### config.mk
export PLATFORM = sky130hd
export DESIGN_NAME = median_iter_sched
export DESIGN_NICKNAME = d
export VERILOG_FILES = /design/src/rtl/median_iter_sched.sv
export SDC_FILE = /design/constraint.sdc
export NUM_CORES = 1
export LEC_CHECK = 0
export ABC_AREA = 0
export CORE_MARGIN = 2
export CORE_UTILIZATION = 39
export DETAILED_ROUTE_END_ITERATION = 10
export PLACE_DENSITY = 0.66
export SLEW_MARGIN = 20
export SYNTH_ARGS = -nofsm -noshare
export SYNTH_HDL_FRONTEND = slang
export SYNTH_SLANG_ARGS = --single-unit
### constraint.sdc
create_clock -name clock -period 4.28 [get_ports clock]
set_input_delay 0.642 -clock clock [delete_from_list [all_inputs] [get_ports clock]]
set_output_delay 0.642 -clock clock [all_outputs]
set_load 0.05 [all_outputs]
### src/rtl/median_iter_sched.sv
// Loop scheduler for the quickselect median pipeline: gathers one token set,
// then either forwards it for another partition pass or emits the final median.
module median_iter_sched #(
  parameter logic [10:0] BUFF_SIZE     = 11'd16,
  parameter int          BUFF_SIZE_BIT = $clog2(BUFF_SIZE) + 1,
  parameter logic [7:0]  MAX_ITER      = 8'd16,
  parameter int          ITER_BIT      = 8
) (
  input  logic                     clock,
  input  logic                     reset,

  input  logic [7:0]               in_pivot,
  output logic                     in_pivot_rd,
  input  logic                     in_pivot_empty,
  input  logic [BUFF_SIZE_BIT-1:0] in_buff_size,
  output logic                     in_buff_size_rd,
  input  logic                     in_buff_size_empty,
  input  logic [BUFF_SIZE_BIT-1:0] in_median_pos,
  output logic                     in_median_pos_rd,
  input  logic                     in_median_pos_empty,
  input  logic [7:0]               in_second_median_value,
  output logic                     in_second_median_value_rd,
  input  logic                     in_second_median_value_empty,

  output logic [7:0]               out_pivot,
  output logic                     out_pivot_wr,
  input  logic                     out_pivot_full,
  output logic [BUFF_SIZE_BIT-1:0] out_buff_size,
  output logic                     out_buff_size_wr,
  input  logic                     out_buff_size_full,
  output logic [BUFF_SIZE_BIT-1:0] out_median_pos,
  output logic                     out_median_pos_wr,
  input  logic                     out_median_pos_full,
  output logic [7:0]               out_second_median_value,
  output logic                     out_second_median_value_wr,
  input  logic                     out_second_median_value_full,

  output logic [7:0]               out_median,
  output logic                     out_median_wr,
  input  logic                     out_median_full,
  output logic                     out_median_err,

  output logic [ITER_BIT-1:0]      iter_count,
  output logic                     busy
);

  typedef enum logic [1:0] {
    S_IDLE,
    S_DECIDE,
    S_FWD,
    S_EMIT
  } state_t;

  localparam logic [ITER_BIT-1:0] ITER_SAT   = {ITER_BIT{1'b1}};
  localparam logic [ITER_BIT-1:0] ITER_LIMIT = ITER_BIT'(MAX_ITER);

  function automatic logic [ITER_BIT-1:0] sat_inc(input logic [ITER_BIT-1:0] v);
    return (v == ITER_SAT) ? v : v + ITER_BIT'(1);
  endfunction

  state_t                     state_q, state_d;
  logic [7:0]                 pivot_tok_q, pivot_tok_d;
  logic [BUFF_SIZE_BIT-1:0]   size_tok_q, size_tok_d;
  logic [BUFF_SIZE_BIT-1:0]   pos_tok_q, pos_tok_d;
  logic [7:0]                 smv_tok_q, smv_tok_d;
  logic [7:0]                 med_sel_q, med_sel_d;
  logic                       err_sel_q, err_sel_d;
  logic [7:0]                 out_pivot_q, out_pivot_d;
  logic [BUFF_SIZE_BIT-1:0]   out_buff_size_q, out_buff_size_d;
  logic [BUFF_SIZE_BIT-1:0]   out_median_pos_q, out_median_pos_d;
  logic [7:0]                 out_smv_q, out_smv_d;
  logic                       fwd_wr_q, fwd_wr_d;
  logic [7:0]                 out_median_q, out_median_d;
  logic                       out_median_err_q, out_median_err_d;
  logic                       med_wr_q, med_wr_d;
  logic [ITER_BIT-1:0]        iter_q, iter_d;

  logic rd_all;
  logic out_ready;
  logic fwd_fire;
  logic emit_fire;

  // A token set is consumed only when all four FIFOs can supply at once.
  assign rd_all = reset & (state_q == S_IDLE) & ~in_pivot_empty & ~in_buff_size_empty
                & ~in_median_pos_empty & ~in_second_median_value_empty;
  assign out_ready = ~(out_pivot_full | out_buff_size_full | out_median_pos_full
                     | out_second_median_value_full);

  assign in_pivot_rd               = rd_all;
  assign in_buff_size_rd           = rd_all;
  assign in_median_pos_rd          = rd_all;
  assign in_second_median_value_rd = rd_all;

  always_comb begin
    state_d          = state_q;
    pivot_tok_d      = pivot_tok_q;
    size_tok_d       = size_tok_q;
    pos_tok_d        = pos_tok_q;
    smv_tok_d        = smv_tok_q;
    med_sel_d        = med_sel_q;
    err_sel_d        = err_sel_q;
    out_pivot_d      = out_pivot_q;
    out_buff_size_d  = out_buff_size_q;
    out_median_pos_d = out_median_pos_q;
    out_smv_d        = out_smv_q;
    fwd_wr_d         = 1'b0;
    out_median_d     = out_median_q;
    out_median_err_d = out_median_err_q;
    med_wr_d         = 1'b0;
    iter_d           = iter_q;
    fwd_fire         = 1'b0;
    emit_fire        = 1'b0;

    unique case (state_q)
      S_IDLE: begin
        if (rd_all) begin
          pivot_tok_d = in_pivot;
          size_tok_d  = in_buff_size;
          pos_tok_d   = in_median_pos;
          smv_tok_d   = in_second_median_value;
          state_d     = S_DECIDE;
        end
      end
      S_DECIDE: begin
        if (size_tok_q == '0) begin
          med_sel_d = pivot_tok_q;
          err_sel_d = 1'b0;
          state_d   = S_EMIT;
        end else if (pos_tok_q >= size_tok_q) begin
          med_sel_d = pivot_tok_q;
          err_sel_d = 1'b1;
          state_d   = S_EMIT;
        end else if (iter_q == ITER_LIMIT) begin
          // Runaway frame: fall back to the second median candidate.
          med_sel_d = smv_tok_q;
          err_sel_d = 1'b1;
          state_d   = S_EMIT;
        end else begin
          state_d   = S_FWD;
        end
        fwd_fire  = (state_d == S_FWD) && out_ready;
        emit_fire = (state_d == S_EMIT) && !out_median_full;
      end
      S_FWD: begin
        if (fwd_wr_q) state_d = S_IDLE;
        else          fwd_fire = out_ready;
      end
      S_EMIT: begin
        if (med_wr_q) state_d = S_IDLE;
        else          emit_fire = !out_median_full;
      end
      default: state_d = S_IDLE;
    endcase

    // Strobes are registered, so the write is launched at the edge where full is seen low.
    if (fwd_fire) begin
      fwd_wr_d         = 1'b1;
      out_pivot_d      = pivot_tok_q;
      out_buff_size_d  = size_tok_q;
      out_median_pos_d = pos_tok_q;
      out_smv_d        = smv_tok_q;
      iter_d           = sat_inc(iter_q);
    end
    if (emit_fire) begin
      med_wr_d         = 1'b1;
      out_median_d     = med_sel_d;
      out_median_err_d = err_sel_d;
      iter_d           = '0;
    end
  end

  always_ff @(posedge clock) begin
    if (!reset) begin
      state_q          <= S_IDLE;
      pivot_tok_q      <= '0;
      size_tok_q       <= '0;
      pos_tok_q        <= '0;
      smv_tok_q        <= '0;
      med_sel_q        <= '0;
      err_sel_q        <= 1'b0;
      out_pivot_q      <= '0;
      out_buff_size_q  <= '0;
      out_median_pos_q <= '0;
      out_smv_q        <= '0;
      fwd_wr_q         <= 1'b0;
      out_median_q     <= '0;
      out_median_err_q <= 1'b0;
      med_wr_q         <= 1'b0;
      iter_q           <= '0;
    end else begin
      state_q          <= state_d;
      pivot_tok_q      <= pivot_tok_d;
      size_tok_q       <= size_tok_d;
      pos_tok_q        <= pos_tok_d;
      smv_tok_q        <= smv_tok_d;
      med_sel_q        <= med_sel_d;
      err_sel_q        <= err_sel_d;
      out_pivot_q      <= out_pivot_d;
      out_buff_size_q  <= out_buff_size_d;
      out_median_pos_q <= out_median_pos_d;
      out_smv_q        <= out_smv_d;
      fwd_wr_q         <= fwd_wr_d;
      out_median_q     <= out_median_d;
      out_median_err_q <= out_median_err_d;
      med_wr_q         <= med_wr_d;
      iter_q           <= iter_d;
    end
  end

  assign out_pivot                  = out_pivot_q;
  assign out_buff_size              = out_buff_size_q;
  assign out_median_pos             = out_median_pos_q;
  assign out_second_median_value    = out_smv_q;
  assign out_pivot_wr               = fwd_wr_q;
  assign out_buff_size_wr           = fwd_wr_q;
  assign out_median_pos_wr          = fwd_wr_q;
  assign out_second_median_value_wr = fwd_wr_q;
  assign out_median                 = out_median_q;
  assign out_median_wr              = med_wr_q;
  assign out_median_err             = out_median_err_q;
  assign iter_count                 = iter_q;
  assign busy                       = (state_q != S_IDLE);

endmodule

==> metrics.log <==
INFO  metric tns_setup = 0 ns
INFO  metric worst_hold_slack = 0.463 ns
INFO  metric final_layout_size_suffix_gt1_share = 6.03%
INFO  metric cp_data_required_time = 4.57 ns
INFO  metric initial_utilization = 40.4%
INFO  metric rsz0062_at_grt = false
INFO  metric timing.rr.start = size_tok_q[2]
INFO  metric grt_total_usage = 20.1%
INFO  metric total_of_flip_flops_plus_latches_after_synthesis = 82
INFO  metric reg2reg_slack = 1.62 ns
INFO  metric synth_top_area_share = 46.3%
INFO  metric insertedDiodeCount = 0
INFO  metric critical_path_class = in -> reg
INFO  metric worstSetupEndpointType = register
INFO  metric tcrit_tclk_final = 66.0%
INFO  metric report.final.hold_viol_count = 0
INFO  metric drt_wl_total = 9590 µm
INFO  metric power.ir.vdd_worst = 0.123 mV
INFO  metric syn-num-nets = 487
INFO  metric place.port_buffers = 89
INFO  metric ctsHoldBuffers = 0
INFO  metric place_congestion = 0.835
INFO  metric grt_max_degree = 67
INFO  metric slew-limit-headroom = 28.7%
INFO  metric post_synth.cell_area_avg = 8.07 µm²
INFO  metric die_height = 99.3 µm
INFO  metric pd_cells = 390 nW/µm²
INFO  metric layout.nets = 557
INFO  metric yosysWarnings = 0
INFO  metric seqCellArea = 1640 µm²
INFO  metric vias_per_cell = 5.39
INFO  metric clk_latency = 0.36 ns
INFO  metric category_of_the_worst_setup_path_launch_point = primary input
INFO  metric finalWorstPathRequiredPeriod = 2.83 ns
INFO  metric drtAntennaViolNets = 0
INFO  metric clockBufferDepth = 2
INFO  metric synthToLayoutAreaGrowth = 31.9%
INFO  metric synth-async-reset-ratio = 0%
INFO  metric final_util = 53.3%
INFO  metric multi_input_gate_area_in_the_final_layout = 1670 µm²
INFO  metric cts_resized = 0
INFO  metric timing.hold.worst_path_depth = 2
INFO  metric leakagePower = 0.00159 µW
INFO  metric grt_pass1_wl = 15800 µm
INFO  metric setup_viol = 0
INFO  metric fillers = 859
INFO  metric synth_cells = 439
INFO  metric floorplan.rows = 34
INFO  metric cp_data_arrival_time = 3.12 ns
INFO  metric status = finished clean
INFO  metric die_w = 99.3 µm
INFO  metric clock_sinks = 82
INFO  metric netlist_area = 3540 µm²
INFO  metric fmaxAchievable = 0.354 GHz
INFO  metric path_clk_slew = 0.08 ns
INFO  metric clk_root_buffer_cell = clkbuf_8
INFO  metric start_point_of_the_worst_min_delay_path = out_median[5]
INFO  metric drt_pre_antenna_iters = 4
INFO  metric numCtsBuffers = 9
INFO  metric synth_edf_count = 0
INFO  metric ys.flop_type = dfxtp_1
INFO  metric synth_top_cells_by_area = dfxtp_1 (46%), a21oi_1 (8.5%), nand2_1 (7.4%), o21ai_0 (6.8%), nand3_1 (4.8%)
INFO  metric core_area = 8760 µm²
INFO  metric ios = 90
INFO  metric r2r_end = iter_count[5]
INFO  metric detailedRoute.firstIterationViolations = 257
INFO  metric grt_antenna_before_repair = 0
INFO  metric route.vias.total = 3355
INFO  metric ys_types = 39
INFO  metric critical_path.startpoint = reset
INFO  metric first_global_vias = 3298
INFO  metric cts_max_level = 3
INFO  metric detailedPlacementHpwl = 6600 µm
INFO  metric hold_path.class = reg -> reg
INFO  metric reg2reg_depth = 9
INFO  metric slew_violations = 0
INFO  metric worstMarginPinSlew = 1.07 ns
INFO  metric seq_area_frac_synth = 46.3%
INFO  metric hold-path-endpoint = out_median[5]
INFO  metric remaining_drc_errors = 0
INFO  metric overflow = 0
INFO  metric drv_cap = 0
INFO  metric finalClockSkew = 0.00564 ns
INFO  metric die_area = 9860 µm²
INFO  metric tritoncts = built
INFO  metric cp_max_fo = 66
INFO  metric final_routed_wire_length_divided_by_cell_count = 15.4 µm
INFO  metric synth_top_cell_by_area = dfxtp_1
INFO  metric cts_post_setup_buffers_inserted = 0
metal layers:
layer / vias to the layer above / global-route usage [%] / routed length (µm)
li1: 1665 / - / -
met1: 1559 / 27.1 / 4280
met2: 116 / 31.7 / 4480
met3: 15 / 4.08 / 667
met4: 0 / 7.69 / 162
met5: - / 0 / 0
kinds of logic (layout without fill, tap and decap cells):
family                   count (synthesis)  count (layout)  share of synthesized area (%)
AO/OA/AOI/OAI                          133             133                           21.2
adder cells (fa/ha/maj)                 11              11                           3.89
buffers and inverters                   52             127                           6.61
flip-flops                              82              82                           46.3
multiplexers                             2               2                          0.565
AND/OR/NAND/NOR                        159             159                           21.4
cell usage in the layout, fill, tap and decap left out, drive strengths merged, types with 2 or more instances in the layout:
cell	count
a21oi	60
clkbuf	11
a31oi	3
nand3	34
inv	14
o211ai	8
ha	11
mux2i	2
dfxtp	82
o31a	4
o21ai	50
nor2	17
buf	11
nand2b	4
and3	3
clkdlybuf4s50	85
o31ai	4
nand4	2
nand2	70
clkinvlp	2
clkinv	3
nor3	4
or4	11
nor2b	9
how the worst max path moves through the flow:
stage                            end  slack (ns)  cells after the start
floorplan           in_median_pos_rd        1.27                      5
detailed placement     iter_count[7]        1.08                      6
finish                 iter_count[7]        1.45                      6
global placement       iter_count[3]        1.14                      6
CTS                    iter_count[7]        1.44                      6
global route           iter_count[7]        1.24                      6
power by group:
group          switching (µW)  internal [µW]
combinational             278            163
clock                     280            268
sequential               22.3            812
total                     581           1240
flip-flops by register name (all words and copies together) (netlist names):
register and cells:
err_sel_q 1, out_pivot 8, pivot_tok_q 8, out_median_pos 5, state_q 2, out_buff_size 5
out_second_median_value 8, out_median_err 1, med_sel_q 8, iter_count 8, out_buff_size_wr 1, out_median 8
size_tok_q 5, pos_tok_q 5, out_median_wr 1, smv_tok_q 8
cell type report:
class / count / area share, %
Multi-Input combinational cell: 305 / 35.7
Tap cell: 108 / 2.89
Timing Repair Buffer: 96 / 21.1
Sequential cell: 82 / 35.1
Clock buffer: 11 / 2.81
Inverter: 15 / 1.21
Clock inverter: 5 / 1.18
synthesized netlist by cell type (all sizes together), types with 4 or more instances:
cell type / instances
nand3: 34
o211ai: 8
nand2b: 4
nor2: 17
o31ai: 4
o31a: 4
nor3: 4
nand2: 70
o21ai: 50
buf: 15
clkbuf: 22
or4: 11
nor2b: 9
ha: 11
inv: 14
a21oi: 60
dfxtp: 82
worst max-delay path, stage by stage:
cell and delay [ns]:
clkdlybuf4s50_1 0.54, inv_2 0.40, or3_1 0.54, o31ai_2 0.72, nand2_1 0.12, mux2i_1 0.15
metrics by stage:
step / cell area (µm²) / total power, µW / instances / setup WS [ns]
after CTS: 4670 / 1830 / 622 / 1.44
after floorplan: 3540 / 1160 / 439 / 1.27
after global routing: 4670 / 1910 / 622 / 1.24
after detailed placement: 4480 / 1290 / 606 / 1.08
after global placement: 4480 / 1290 / 606 / 1.14
final: 4670 / 1820 / 622 / 1.45
No activity file was read; power rests on OpenSTA's default activity.
